--- src/rtl/uart_cmd_pkg.sv ---
//----------------------------------------------------------------------------
// Module   : uart_cmd_pkg
// Brief    : Shared types and constants for the UART command sequencer.
//            Optional macro UART_CMD_CKSUM_EN adds the checksum state.
// Revision : 1.0 - initial release
//----------------------------------------------------------------------------
`default_nettype none

package uart_cmd_pkg;

  // Default frame start marker
  localparam logic [7:0] SYNC_BYTE_DEF = 8'hA5;

  typedef enum logic [2:0] {
    S_SYNC  = 3'd0,
    S_ADDR  = 3'd1,
    S_DHI   = 3'd2,
    S_DLO   = 3'd3,
`ifdef UART_CMD_CKSUM_EN
    S_CKSUM = 3'd4,
`endif
    S_ISSUE = 3'd5
  } state_t;

  typedef enum logic [1:0] {
    ERR_ADDR    = 2'd0,
    ERR_TIMEOUT = 2'd1,
    ERR_OVERRUN = 2'd2,
    ERR_CKSUM   = 2'd3
  } err_code_t;

  typedef struct packed {
    logic [6:0]  addr;
    logic [15:0] wdata;
  } cmd_t;

endpackage

`default_nettype wire

--- src/rtl/uart_cmd_ctrl_timeout.sv ---
//----------------------------------------------------------------------------
// Module   : uart_cmd_timeout
// Brief    : Inter-byte timeout counter with clear/enable and an expire flag
//            raised in the last counted cycle (count == LIMIT-1).
// Revision : 1.0 - initial release
//----------------------------------------------------------------------------
`default_nettype none

module uart_cmd_timeout #(
  parameter int LIMIT = 17360,
  parameter int W     = $clog2(LIMIT)
) (
  input  logic clk,
  input  logic rst_n,
  input  logic clr,
  input  logic en,
  output logic expire
);

  localparam logic [W-1:0] LAST = W'(LIMIT - 1);

  logic [W-1:0] cnt_q;
  logic [W-1:0] cnt_d;

  assign expire = en && (cnt_q == LAST);

  // Next count: clear wins, a firing timeout also restarts from zero
  always_comb begin
    cnt_d = cnt_q;
    if (clr || expire) begin
      cnt_d = '0;
    end else if (en) begin
      cnt_d = cnt_q + W'(1);
    end
  end

  // Count register
  always_ff @(posedge clk or negedge rst_n) begin
    if (!rst_n) begin
      cnt_q <= '0;
    end else begin
      cnt_q <= cnt_d;
    end
  end

endmodule

`default_nettype wire

--- src/rtl/uart_cmd_ctrl.sv ---
//----------------------------------------------------------------------------
// Module   : uart_cmd_ctrl
// Brief    : Assembles SYNC/ADDR/DATA_HI/DATA_LO[/CKSUM] byte frames from a
//            UART receiver into register-write commands on a valid/ready
//            port; rejects bad address, timed-out, overrun and (optionally)
//            bad-checksum frames with a one-cycle error pulse.
//            Optional macro: UART_CMD_CKSUM_EN (adds trailing XOR checksum).
// Revision : 1.0 - initial release
//----------------------------------------------------------------------------
`default_nettype none

module uart_cmd_ctrl
  import uart_cmd_pkg::*;
#(
  parameter int         CLKS_PER_BIT = 868,
  parameter int         TIMEOUT_BITS = 20,
  parameter logic [7:0] SYNC_BYTE    = SYNC_BYTE_DEF
) (
  input  logic        clk,
  input  logic        rst_n,
  input  logic        rx_dv,
  input  logic [7:0]  rx_byte,
  output logic        cmd_valid,
  input  logic        cmd_ready,
  output logic [6:0]  cmd_addr,
  output logic [15:0] cmd_wdata,
  output logic        frame_err,
  output logic [1:0]  err_code
);

  localparam int TIMEOUT_CYCLES = TIMEOUT_BITS * CLKS_PER_BIT;
  localparam int TO_W           = $clog2(TIMEOUT_CYCLES);

  state_t    state_q,     state_d;
  cmd_t      cmd_q,       cmd_d;
  logic      cmd_valid_q, cmd_valid_d;
  logic      frame_err_q, frame_err_d;
  err_code_t err_code_q,  err_code_d;
`ifdef UART_CMD_CKSUM_EN
  logic [7:0] cksum_q, cksum_d;
`endif

  logic to_en;
  logic to_expire;

  // Timer runs only while a frame is partially received
  assign to_en = (state_q != S_SYNC) && (state_q != S_ISSUE);

  uart_cmd_timeout #(
    .LIMIT (TIMEOUT_CYCLES),
    .W     (TO_W)
  ) u_timeout (
    .clk    (clk),
    .rst_n  (rst_n),
    .clr    (rx_dv || !to_en),
    .en     (to_en),
    .expire (to_expire)
  );

  // Frame parser: a received byte always takes precedence over a timeout
  always_comb begin
    state_d     = state_q;
    cmd_d       = cmd_q;
    frame_err_d = 1'b0;
    err_code_d  = err_code_q;
`ifdef UART_CMD_CKSUM_EN
    cksum_d     = cksum_q;
`endif
    case (state_q)
      S_SYNC: begin
        if (rx_dv && (rx_byte == SYNC_BYTE)) state_d = S_ADDR;
      end
      S_ADDR: begin
        if (rx_dv) begin
          if (rx_byte[7]) begin
            cmd_d.addr = rx_byte[6:0];
`ifdef UART_CMD_CKSUM_EN
            cksum_d    = rx_byte;
`endif
            state_d    = S_DHI;
          end else begin
            frame_err_d = 1'b1;
            err_code_d  = ERR_ADDR;
            state_d     = S_SYNC;
          end
        end else if (to_expire) begin
          frame_err_d = 1'b1;
          err_code_d  = ERR_TIMEOUT;
          state_d     = S_SYNC;
        end
      end
      S_DHI: begin
        if (rx_dv) begin
          cmd_d.wdata[15:8] = rx_byte;
`ifdef UART_CMD_CKSUM_EN
          cksum_d           = cksum_q ^ rx_byte;
`endif
          state_d           = S_DLO;
        end else if (to_expire) begin
          frame_err_d = 1'b1;
          err_code_d  = ERR_TIMEOUT;
          state_d     = S_SYNC;
        end
      end
      S_DLO: begin
        if (rx_dv) begin
          cmd_d.wdata[7:0] = rx_byte;
`ifdef UART_CMD_CKSUM_EN
          cksum_d          = cksum_q ^ rx_byte;
          state_d          = S_CKSUM;
`else
          state_d          = S_ISSUE;
`endif
        end else if (to_expire) begin
          frame_err_d = 1'b1;
          err_code_d  = ERR_TIMEOUT;
          state_d     = S_SYNC;
        end
      end
`ifdef UART_CMD_CKSUM_EN
      S_CKSUM: begin
        if (rx_dv) begin
          if (rx_byte == cksum_q) begin
            state_d = S_ISSUE;
          end else begin
            frame_err_d = 1'b1;
            err_code_d  = ERR_CKSUM;
            state_d     = S_SYNC;
          end
        end else if (to_expire) begin
          frame_err_d = 1'b1;
          err_code_d  = ERR_TIMEOUT;
          state_d     = S_SYNC;
        end
      end
`endif
      S_ISSUE: begin
        // Bytes are dropped while a command is pending; only flag it
        // when the command is not leaving this very cycle
        if (cmd_ready) begin
          state_d = S_SYNC;
        end else if (rx_dv) begin
          frame_err_d = 1'b1;
          err_code_d  = ERR_OVERRUN;
        end
      end
      default: state_d = S_SYNC;
    endcase
    cmd_valid_d = (state_d == S_ISSUE);
  end

  // State and registered outputs
  always_ff @(posedge clk or negedge rst_n) begin
    if (!rst_n) begin
      state_q     <= S_SYNC;
      cmd_q       <= '0;
      cmd_valid_q <= 1'b0;
      frame_err_q <= 1'b0;
      err_code_q  <= ERR_ADDR;
`ifdef UART_CMD_CKSUM_EN
      cksum_q     <= '0;
`endif
    end else begin
      state_q     <= state_d;
      cmd_q       <= cmd_d;
      cmd_valid_q <= cmd_valid_d;
      frame_err_q <= frame_err_d;
      err_code_q  <= err_code_d;
`ifdef UART_CMD_CKSUM_EN
      cksum_q     <= cksum_d;
`endif
    end
  end

  assign cmd_valid = cmd_valid_q;
  assign cmd_addr  = cmd_q.addr;
  assign cmd_wdata = cmd_q.wdata;
  assign frame_err = frame_err_q;
  assign err_code  = err_code_q;

endmodule

`default_nettype wire

--- config.mk ---
export PLATFORM = sky130hd
export DESIGN_NAME = uart_cmd_ctrl
export DESIGN_NICKNAME = d
export VERILOG_FILES = /design/src/rtl/uart_cmd_pkg.sv /design/src/rtl/uart_cmd_ctrl_timeout.sv /design/src/rtl/uart_cmd_ctrl.sv
export SDC_FILE = /design/constraint.sdc
export NUM_CORES = 1
export LEC_CHECK = 0
export BUFFER_PORTS_ARGS = -buffer_cell sky130_fd_sc_hd__buf_2
export CAP_MARGIN = 20
export CORE_AREA = 8 8 80 64
export DETAILED_ROUTE_END_ITERATION = 16
export DIE_AREA = 0 0 88 72
export PLACE_DENSITY = 0.74
export SLEW_MARGIN = 30
export SYNTH_ARGS = -nofsm -noshare
export SYNTH_HDL_FRONTEND = slang
export SYNTH_SLANG_ARGS = --single-unit
--- constraint.sdc ---
create_clock -name clk -period 2.94 [get_ports clk]
set_clock_uncertainty 0.15 [all_clocks]
set_input_delay 0.294 -clock clk [delete_from_list [all_inputs] [get_ports clk]]
set_output_delay 0.294 -clock clk [all_outputs]
set_load 0.02 [all_outputs]
; ---- Word-level counts from Yosys, hierarchy flattened
; Cells that the tools add are included.
[classes]
n_div = 0
shift = 0
reduce_logical = 15
order_cmp = 0
addsub = 1
n_mux = 24
bitwise_logic = 0
eq_ne = 12
mul = 0
[op_table]
columns = op, n
row1 = 15-bit two-way mux, 2
row2 = 3-bit two-way mux, 6
row3 = 15-bit by 1-bit adder with 15-bit output (second input constant), 1
row4 = 15-bit equality test (second input constant), 1
row5 = 3-bit one-hot mux with 5 select lines, 1
row6 = 2-bit two-way mux, 7
row7 = 8-bit equality test (second input constant), 1
row8 = 3-bit by 2-bit equality test with 1-bit output (second input constant), 2
row9 = 3-bit equality test (second input constant), 2
row10 = 1-bit two-way mux, 6
row11 = 2-bit inequality test (second input constant), 3
row12 = 3-bit inequality test (second input constant), 2
row13 = 2-bit one-hot mux with 3 select lines, 1
row14 = 3-bit nonzero test, 2
row15 = 5-bit AND reduction, 1
row16 = 2-bit AND reduction, 2
row17 = 3-bit by 1-bit equality test with 1-bit output (second input constant), 1
row18 = 1-bit logical AND, 3
row19 = 3-bit zero test, 1
row20 = 1-bit one-hot mux with 3 select lines, 1
row21 = 3-bit AND reduction, 1
row22 = 1-bit logical OR, 2
row23 = 2-bit nonzero test, 1
row24 = 2-bit OR reduction, 1
row25 = 1-bit zero test, 1
[word_totals]
out_inout_bits = 27
mem_bits_ro = 0
ff_bits = 45
ram_bits = 0
word_cells = 60
in_bits = 12
memories = 0
latch_bits = 0

; ---- Longest topological paths before layout
; Gate-level depths: netlist (run 1).
[logic_depth]
word_depth = 7
ltp_mapped = 6
depth_no_buf = 5

; ---- Hierarchy
; Synthesis (run 1) repeated with hierarchy kept, for this count alone.
[unflattened]
hier_cells = 179
area_unflattened_um2 = 2130.8
[by_module_without_submodules]
columns = module, area_per_inst_um2, seq_area_each_um2, cells_per_inst, n_inst
row1 = uart_cmd_ctrl, 1320.0, 750.7, 99, 1
row2 = uart_cmd_timeout, 810.8, 375.4, 80, 1

; ---- Worst setup path after synthesis (run 1)
; Ideal clock, no wire load.
[synth_path]
kind = flip-flop to flip-flop
start = reg u_timeout.cnt_q[4]
end = reg u_timeout.cnt_q[10]
path_buffers = 1
path_stages_with_launch = 6
path_slack_ps = 909
t_arrival_ps = 1762
setup_time_ps = 119
synth_period_minus_slack_ps = 2031
required_time_ps = 2671
cell_sequence = dfrtp_1 or4_1 or4_4 o211ai_2 buf_6 nor2_1
[synth_between]
elab_chain_len = 4
word_cells_on_any_way = 7
classes_between = add/sub (1) / eq/ne (1) / mux (2) / reduce/logical (3)
[synth_rtl]
columns = element, line
row1 = start: declaration, uart_cmd_ctrl_timeout.sv:22  ; logic [W-1:0] cnt_q;
row2 = start signal: assignment, uart_cmd_ctrl_timeout.sv:42  ; cnt_q <= cnt_d;
row3 = branches (longest 4 deep; another with 15-bit by 1-bit adder with 15-bit output), --
; Parallel ways; which one is timed is not known. The select of a mux whose other input is x is not followed.
; A chain may end at the register's enable or synchronous reset.

; ---- Worst setup path in the final report (run 1)
[layout_path]
start = reg u_timeout.cnt_q[5]
end = reg u_timeout.cnt_q[9]
; The elaborated chain is that of the path after synthesis.

==> summary.md, run 1 <==
| Metric | Value |
|---|---|
| Static Leakage | `1.079 nW` |
| Number of nets in the layout | `226` |
| Count of distinct cell types in the synthesized netlist | `36` |
| TritonCTS clock tree | `built` |
| Highest ir drop seen on vdd | `637.9 uV` |
| Count of buffers from port buffering | `38` |
| Summed negative setup slack over all endpoints | `0 ps` |
| Fillers | `327` |
| Number of CTS-inserted buffers | `5` |
| Placeable core region | `0.003879 mm2` |
| Part of the total power dissipated in combinational logic | `34.3%` |
| Height of the chip | `72 um` |
| Share of cells above drive strength 1 | `34.58%` |
| Share of synthesized area occupied by flip-flops and latches | `56.50%` |
| I/O pin cnt | `39` |
| Starting DRT DRC Count | `105` |
| Worst setup SP type | `register` |
| Initial antenna violation count | `0` |
| Power density relative to cell area | `900.8 mW/mm2` |
| Yosys warning count | `0` |
| Row cnt | `20` |
| CTS clk-pin slew, worst paths | `80 ps` |
| Number of synthesized flops with an enable pin | `0` |
| Sequential share of power | `43.9%` |
| Clock latency reported for the late side of the worst-skew pair | `290 ps` |
| Number of global-route vias before repair | `1,510` |
| Least-Margin Pin Slew | `658.3 ps` |
| Final critical path time including I/O delays and setup | `2194 ps` |
| Register bit total from synthesis | `45` |
| Largest cells by area after synthesis | `sky130_fd_sc_hd__dfrtp_1 (56%), sky130_fd_sc_hd__mux2_2 (13%), sky130_fd_sc_hd__xnor2_1 (4.8%), sky130_fd_sc_hd__nor2_1 (4.3%), sky130_fd_sc_hd__nand4_1 (1.6%)` |
| Vias | `1,431` |
| R2R Path Start | `u_timeout.cnt_q[5]` |
| Outcome | `finished, final reports clean` |
| P&R area growth vs syn | `18.08%` |
| Most used standard cell by instance count after synthesis | `sky130_fd_sc_hd__dfrtp_1` |
| Max Fclk | `455.7 MHz` |
| Global-route wire length before repair | `7245 um` |
| Count of nets left with antenna violations after detail routing | `0` |
| Number of levels the H-tree was split into | `2` |
| Top cells by count, synth | `sky130_fd_sc_hd__dfrtp_1 (45), sky130_fd_sc_hd__mux2_2 (23), sky130_fd_sc_hd__nor2_1 (23), sky130_fd_sc_hd__xnor2_1 (11), sky130_fd_sc_hd__inv_1 (8)` |
| HPWL reported at the end of detailed placement | `2934 um` |
| Root cell of the clock tree | `sky130_fd_sc_hd__clkbuf_8` |
| First-pass iteration count of the detailed router | `4` |
| Buffers inserted during post-CTS setup optimization | `0` |
| Data required time of the critical path | `2940 ps` |
| Dominant register cell in the synthesized netlist | `sky130_fd_sc_hd__dfrtp_1` |
| Remaining Overflow, GRT | `0` |
| Initial Util | `51.39%` |
| Post-route DRC | `0` |
| ANT cells | `0` |
| Top fanout value on the critical path | `15` |
| Cell area after synthesis | `0.001993 mm2` |
| Die span in x | `88 um` |
| Pint | `1.358 mW` |
| Clk sinks | `45` |
| Final period util | `74.64%` |
| Worst Setup Path Type | `register to register` |
| Worst hold path startpoint | `rx_byte[4]` |
| Hold/Removal Path Class | `primary input to register` |
| CP startpoint | `u_timeout.cnt_q[5]` |
| Routed wire length | `4195 um` |
| Number of max-slew violations in the final report | `0` |
| Post-synthesis average cell area | `11.59 um2` |
| Die area | `0.006336 mm2` |
| Capturing element type of the critical path | `register` |
| Largest net degree at the start of global routing | `46` |
| Fraction of power spent switching nets | `35.95%` |
| WL/cell | `15.59 um` |
| Switching Power | `0.7622 mW` |
| Total setup violations reported at the end of the flow | `0` |
| Detailed-route vias per instance | `5.320` |
| Arr. time, crit path | `2200 ps` |
| Post-Route Utilization | `60.68%` |
| Cell type with the highest aggregate area in the netlist | `sky130_fd_sc_hd__dfrtp_1` |
| Placer congestion estimate | `0.7538` |
| All-layer global routing usage | `14.75%` |
| Flop2flop setup slack | `750 ps` |
| Buffer levels on the longest clock path | `2` |
| Share of the synthesized area in the top cell type | `56.50%` |
| Post-synthesis async set-or-reset flop share | `100.0%` |
| RSZ-0062 raised after global routing | `false` |
| Syn Nets | `185` |
| Worst slew slack as a fraction of its limit | `55.99%` |
| Final Hold Vio Count | `0` |
| Clock network fraction of design power | `21.8%` |
| Gate Count Post-Synth | `172` |
| Maximum capacitance violations | `0` |
## kinds of logic (layout without fill, tap and decap cells)
group | after synthesis | count (layout) | share of synthesized area (%)
AOI/OAI and AO/OA | 17 | 17 | 5.650
xor gates and xnor gates | 13 | 13 | 5.713
muxes | 23 | 23 | 12.99
and+or+nand+nor | 59 | 59 | 15.51
adders and majority gates | 1 | 1 | 0.6276
DFF | 45 | 45 | 56.50
buffers and inverters | 14 | 56 | 3.013
## placed cells by master (no fill, tap or decap), types with 5 or more instances in the layout
cell type	synthesis	final
sky130_fd_sc_hd__mux2_2	23	23
sky130_fd_sc_hd__clkbuf_8	0	5
sky130_fd_sc_hd__dfrtp_1	45	45
sky130_fd_sc_hd__nand4_1	5	5
sky130_fd_sc_hd__xnor2_1	11	11
sky130_fd_sc_hd__nand2_1	5	5
sky130_fd_sc_hd__nor2_1	23	23
sky130_fd_sc_hd__nand3_1	5	5
sky130_fd_sc_hd__buf_2	0	37
sky130_fd_sc_hd__inv_1	8	8
## through the flow
step | worst slack (ps) | area, um2 | hold slack, ps | std cells | power (mW)
2_1_floorplan | 909.4 | 1993 | -151.6 | 172 | 1.412
3_3_place_gp | 829.2 | 2230 | 327.1 | 260 | 1.653
3_5_place_dp | 748.7 | 2230 | 328.5 | 260 | 1.677
4_1_cts | 732.5 | 2341 | 24.61 | 268 | 2.143
5_1_grt | 612.5 | 2354 | 116.6 | 269 | 2.240
6_report | 745.6 | 2354 | 123.1 | 269 | 2.120
## state kept, by name (all words and copies together) (netlist names)
name and flops:
u_timeout.cnt_q 15, cmd_valid 1, frame_err 1, cmd_addr 7, state_q 3, cmd_wdata 16
err_code 2
## power groups by stage
| stage | clock network, mW | registers (mW) | logic, mW |
|---|---|---|---|
| finish | 0.462 | 0.931 | 0.727 |
| global route | 0.494 | 0.958 | 0.789 |
| CTS | 0.470 | 0.933 | 0.740 |
| detailed placement | 0 | 0.942 | 0.735 |
| global placement | 0 | 0.931 | 0.722 |
| floorplan | 0 | 1.11 | 0.299 |
## worst max-delay path, cell delays in order (launching register included)
cell and delay (ps):
sky130_fd_sc_hd__dfrtp_1 410, sky130_fd_sc_hd__or4_1 520, sky130_fd_sc_hd__or4_4 570, sky130_fd_sc_hd__o211ai_2 280, sky130_fd_sc_hd__nor2_1 120
## per-layer routing
layer  vias up  track usage (%)  wire [um]
li1        679                -          -
met1       714            19.39       1933
met2        33            22.83       2012
met3         5            3.725        198
met4         0            5.323         50
met5         -                0          0
## layout make-up
| type | instances | area [um2] | area share, % |
|---|---|---|---|
| Inverter | 8 | 30.03 | 1.276 |
| Timing Repair Buffer | 40 | 210.2 | 8.931 |
| Multi-Input combinational cell | 113 | 807.0 | 34.29 |
| Sequential cell | 45 | 1126 | 47.85 |
| Clock buffer | 6 | 72.57 | 3.083 |
| Tap cell | 55 | 68.82 | 2.924 |
| Clock inverter | 2 | 38.79 | 1.648 |
## repair_timing
action,4_1_cts,5_1_grt
hold endpoints to repair,0,45
hold buffers,0,1
resized for setup,0,0
## final timing paths
| kind | cells past startpoint | endpoint |
|---|---|---|
| worst max-delay path | 4 | u_timeout.cnt_q[9] |
| worst min-delay path | 2 | cmd_wdata[12] |
| worst max register to register | 4 | u_timeout.cnt_q[9] |
| worst min register to register | 1 | u_timeout.cnt_q[0] |
| max in group asynchronous | 2 | err_code[0] |
| min in group asynchronous | 2 | cmd_wdata[8] |
Power figures use the tool's default switching activity.
==> run 2, diff against run 1 <==
CORE_AREA = 8 8 83 67   (was 8 8 80 64)
DIE_AREA = 0 0 91 75   (was 0 0 88 72)
PLACE_DENSITY = 0.71   (was 0.74)
clock period = 2 ns   (was 2.94 ns; I/O delays follow)
==> summary.md, run 2 (synthesis results as in run 1) <==
| Metric | Value |
|---|---|
| Outcome | `finished, final reports clean (unchanged)` |
| Post-Route Utilization | `57.82% (was 60.68%)` |
| TritonCTS clock tree | `built (unchanged)` |
| Worst setup SP type | `register (unchanged)` |
| I/O pin cnt | `39 (unchanged)` |
| Pre-CTS setup slack | `-0.9079 ps (was 748.7 ps)` |
| CTS clk-pin slew, worst paths | `80 ps (about the same)` |
| Flop2flop setup slack | `40 ps (was 750 ps)` |
| Total setup violations reported at the end of the flow | `0 (unchanged)` |
| Minimum hold slack | `24.72 ps (was 123.1 ps)` |
| Number of CTS-inserted buffers | `5 (unchanged)` |
| All-layer global routing usage | `12.92% (was 14.75%)` |
| Number of max-slew violations in the final report | `0 (unchanged)` |
| Initial Util | `46.83% (was 51.39%)` |
| Capturing element type of the critical path | `register (unchanged)` |
| Number of levels the H-tree was split into | `2 (unchanged)` |
| Worst Hold End | `cmd_wdata[4] (was cmd_wdata[12])` |
| Worst slew slack as a fraction of its limit | `62.20% (was 55.99%)` |
| Number of global-route vias before repair | `1,368 (was 1,510)` |
| Commonest non-fill, non-tap cell in the layout | `sky130_fd_sc_hd__dfrtp_1 (unchanged)` |
| R2R Path Start | `u_timeout.cnt_q[4] (was u_timeout.cnt_q[5])` |
| Die span in x | `91 um (was 88 um)` |
| Vias | `1,459 (was 1,431)` |
| Static Leakage | `1.134 nW (was 1.079 nW)` |
| Final Hold Vio Count | `0 (unchanged)` |
| Worst setup slack after layout | `35.85 ps (was 745.6 ps)` |
| WL/cell | `14.96 um (was 15.59 um)` |
| P&R area growth vs syn | `23.48% (was 18.08%)` |
| Buffer levels on the longest clock path | `2 (unchanged)` |
| Final critical path time including I/O delays and setup | `1964 ps (was 2194 ps)` |
| Data required time of the critical path | `2020 ps (was 2940 ps)` |
| First-pass iteration count of the detailed router | `4 (unchanged)` |
| FF-to-FF path depth | `4 (unchanged)` |
| Top fanout value on the critical path | `6 (was 15)` |
| Worst Setup Path Type | `register to register (unchanged)` |
| Arr. time, crit path | `1990 ps (was 2200 ps)` |
| Highest ir drop seen on vdd | `677.5 uV (was 637.9 uV)` |
| Least-Margin Pin Slew | `567.0 ps (was 658.3 ps)` |
| Final instance area | `0.002461 mm2 (was 0.002354 mm2)` |
| RSZ-0062 raised after global routing | `true (was false)` |
| Starting DRT DRC Count | `77 (was 105)` |
| Detailed-route vias per instance | `5.155 (was 5.320)` |
| Placer congestion estimate | `0.8006 (was 0.7538)` |
| Power density relative to cell area | `1257 mW/mm2 (was 900.8 mW/mm2)` |
| Clock latency reported for the late side of the worst-skew pair | `290 ps (about the same)` |
| Count of buffers from port buffering | `38 (unchanged)` |
| Final period util | `98.21% (was 74.64%)` |
| Reg2reg end | `state_q[1] (was u_timeout.cnt_q[9])` |
| CP startpoint | `u_timeout.cnt_q[4] (was u_timeout.cnt_q[5])` |
| DP Area | `0.002318 mm2 (was 0.002230 mm2)` |
| Largest net degree at the start of global routing | `46 (unchanged)` |
| Fillers | `368 (was 327)` |
| Global-route wire length before repair | `7003 um (was 7245 um)` |
| Die area | `0.006825 mm2 (was 0.006336 mm2)` |
| Number of nets in the layout | `238 (was 226)` |
| Maximum capacitance violations | `0 (unchanged)` |
| Hold-critical path depth | `2 (unchanged)` |
| Worst hold path startpoint | `rx_byte[4] (unchanged)` |
| Initial antenna violation count | `0 (unchanged)` |
| Leading cell types in the layout, fill and taps excluded | `sky130_fd_sc_hd__dfrtp_1 (45), sky130_fd_sc_hd__buf_2 (38), sky130_fd_sc_hd__mux2_2 (23) (was sky130_fd_sc_hd__dfrtp_1 (45), sky130_fd_sc_hd__buf_2 (37), sky130_fd_sc_hd__nor2_1 (23), sky130_fd_sc_hd__mux2_2 (23), sky130_fd_sc_hd__xnor2_1 (11))` |
| Remaining Overflow, GRT | `0 (unchanged)` |
| Overall power consumption | `3.094 mW (was 2.120 mW)` |
| Routed wire length | `4234 um (was 4195 um)` |
| Root cell of the clock tree | `sky130_fd_sc_hd__clkbuf_8 (unchanged)` |
| Count of nets left with antenna violations after detail routing | `0 (unchanged)` |
| ANT cells | `0 (unchanged)` |
| HPWL reported at the end of detailed placement | `2971 um (was 2934 um)` |
| Share of cells above drive strength 1 | `39.82% (was 34.58%)` |
| Placeable core region | `0.004257 mm2 (was 0.003879 mm2)` |
| Largest register FFs | `16 (unchanged)` |
| Post-route DRC | `0 (unchanged)` |
| Max Fclk | `509.1 MHz (was 455.7 MHz)` |
| Row cnt | `21 (was 20)` |
| Clk sinks | `45 (unchanged)` |
| Height of the chip | `75 um (was 72 um)` |
| Hold/Removal Path Class | `primary input to register (unchanged)` |
## run 2: changes by cell type in the layout (fill, tap and decap cells not counted), sizes merged
cell	before	now
buf	39	50
bufinv	1	0
clkinv	1	2
o211ai	2	3
## run 2: worst max-delay path: stages (launching register included)
cell                       delay, ps
sky130_fd_sc_hd__dfrtp_1         400
sky130_fd_sc_hd__or4_1           520
sky130_fd_sc_hd__or4_4           500
sky130_fd_sc_hd__o211ai_1        180
sky130_fd_sc_hd__a21oi_1         100
## run 2: timing repair
item                                    4_1_cts  5_1_grt
pin swaps                                     1       12
hold endpoints to repair                     45        0
setup buffers                                 0        1
cloned                                        1        0
resized for setup                             0        4
endpoints found under the setup margin        4       19
hold buffers                                  1        0
## run 2: worst max path at each step
stage	to	slack (ps)	cells after the start
floorplan	u_timeout.cnt_q[12]	70	5
global placement	u_timeout.cnt_q[11]	50	4
detailed placement	u_timeout.cnt_q[11]	-0.9	4
CTS	u_timeout.cnt_q[10]	30	4
global route	state_q[1]	-90	4
finish	state_q[1]	40	4
## run 2: per-stage QoR
step	std cells	setup TNS, ps
finish	283	0
global route	283	-258.5
CTS	282	0
detailed placement	272	-0.9079
global placement	272	0
floorplan	172	0
## run 2: final cells by class
cell class / count / area (um2) / share of cell area, %
sequential: 45 / 1126 / 45.75
tap: 57 / 71.32 / 2.898
inverter: 8 / 30.03 / 1.220
clock buffer: 6 / 82.58 / 3.355
multi-input combinational: 114 / 847.1 / 34.42
timing repair buffer: 51 / 290.3 / 11.79
clock inverter: 2 / 13.76 / 0.5592
## run 2: report_power, final
group	leakage, nW	switching (mW)	internal [mW]
sequential	0.589	0.132	1.18
clock	0.0512	0.301	0.280
combinational	0.494	0.713	0.485
total	1.13	1.15	1.95
## run 2: metal layers
metal / up-vias / part of all wire [%] / track usage (%)
li1: 714 / - / -
met1: 716 / 50 / 18.41
met2: 24 / 44 / 17.66
met3: 5 / 4.3 / 3.884
met4: 0 / 1.4 / 5.425
met5: - / 0 / 0
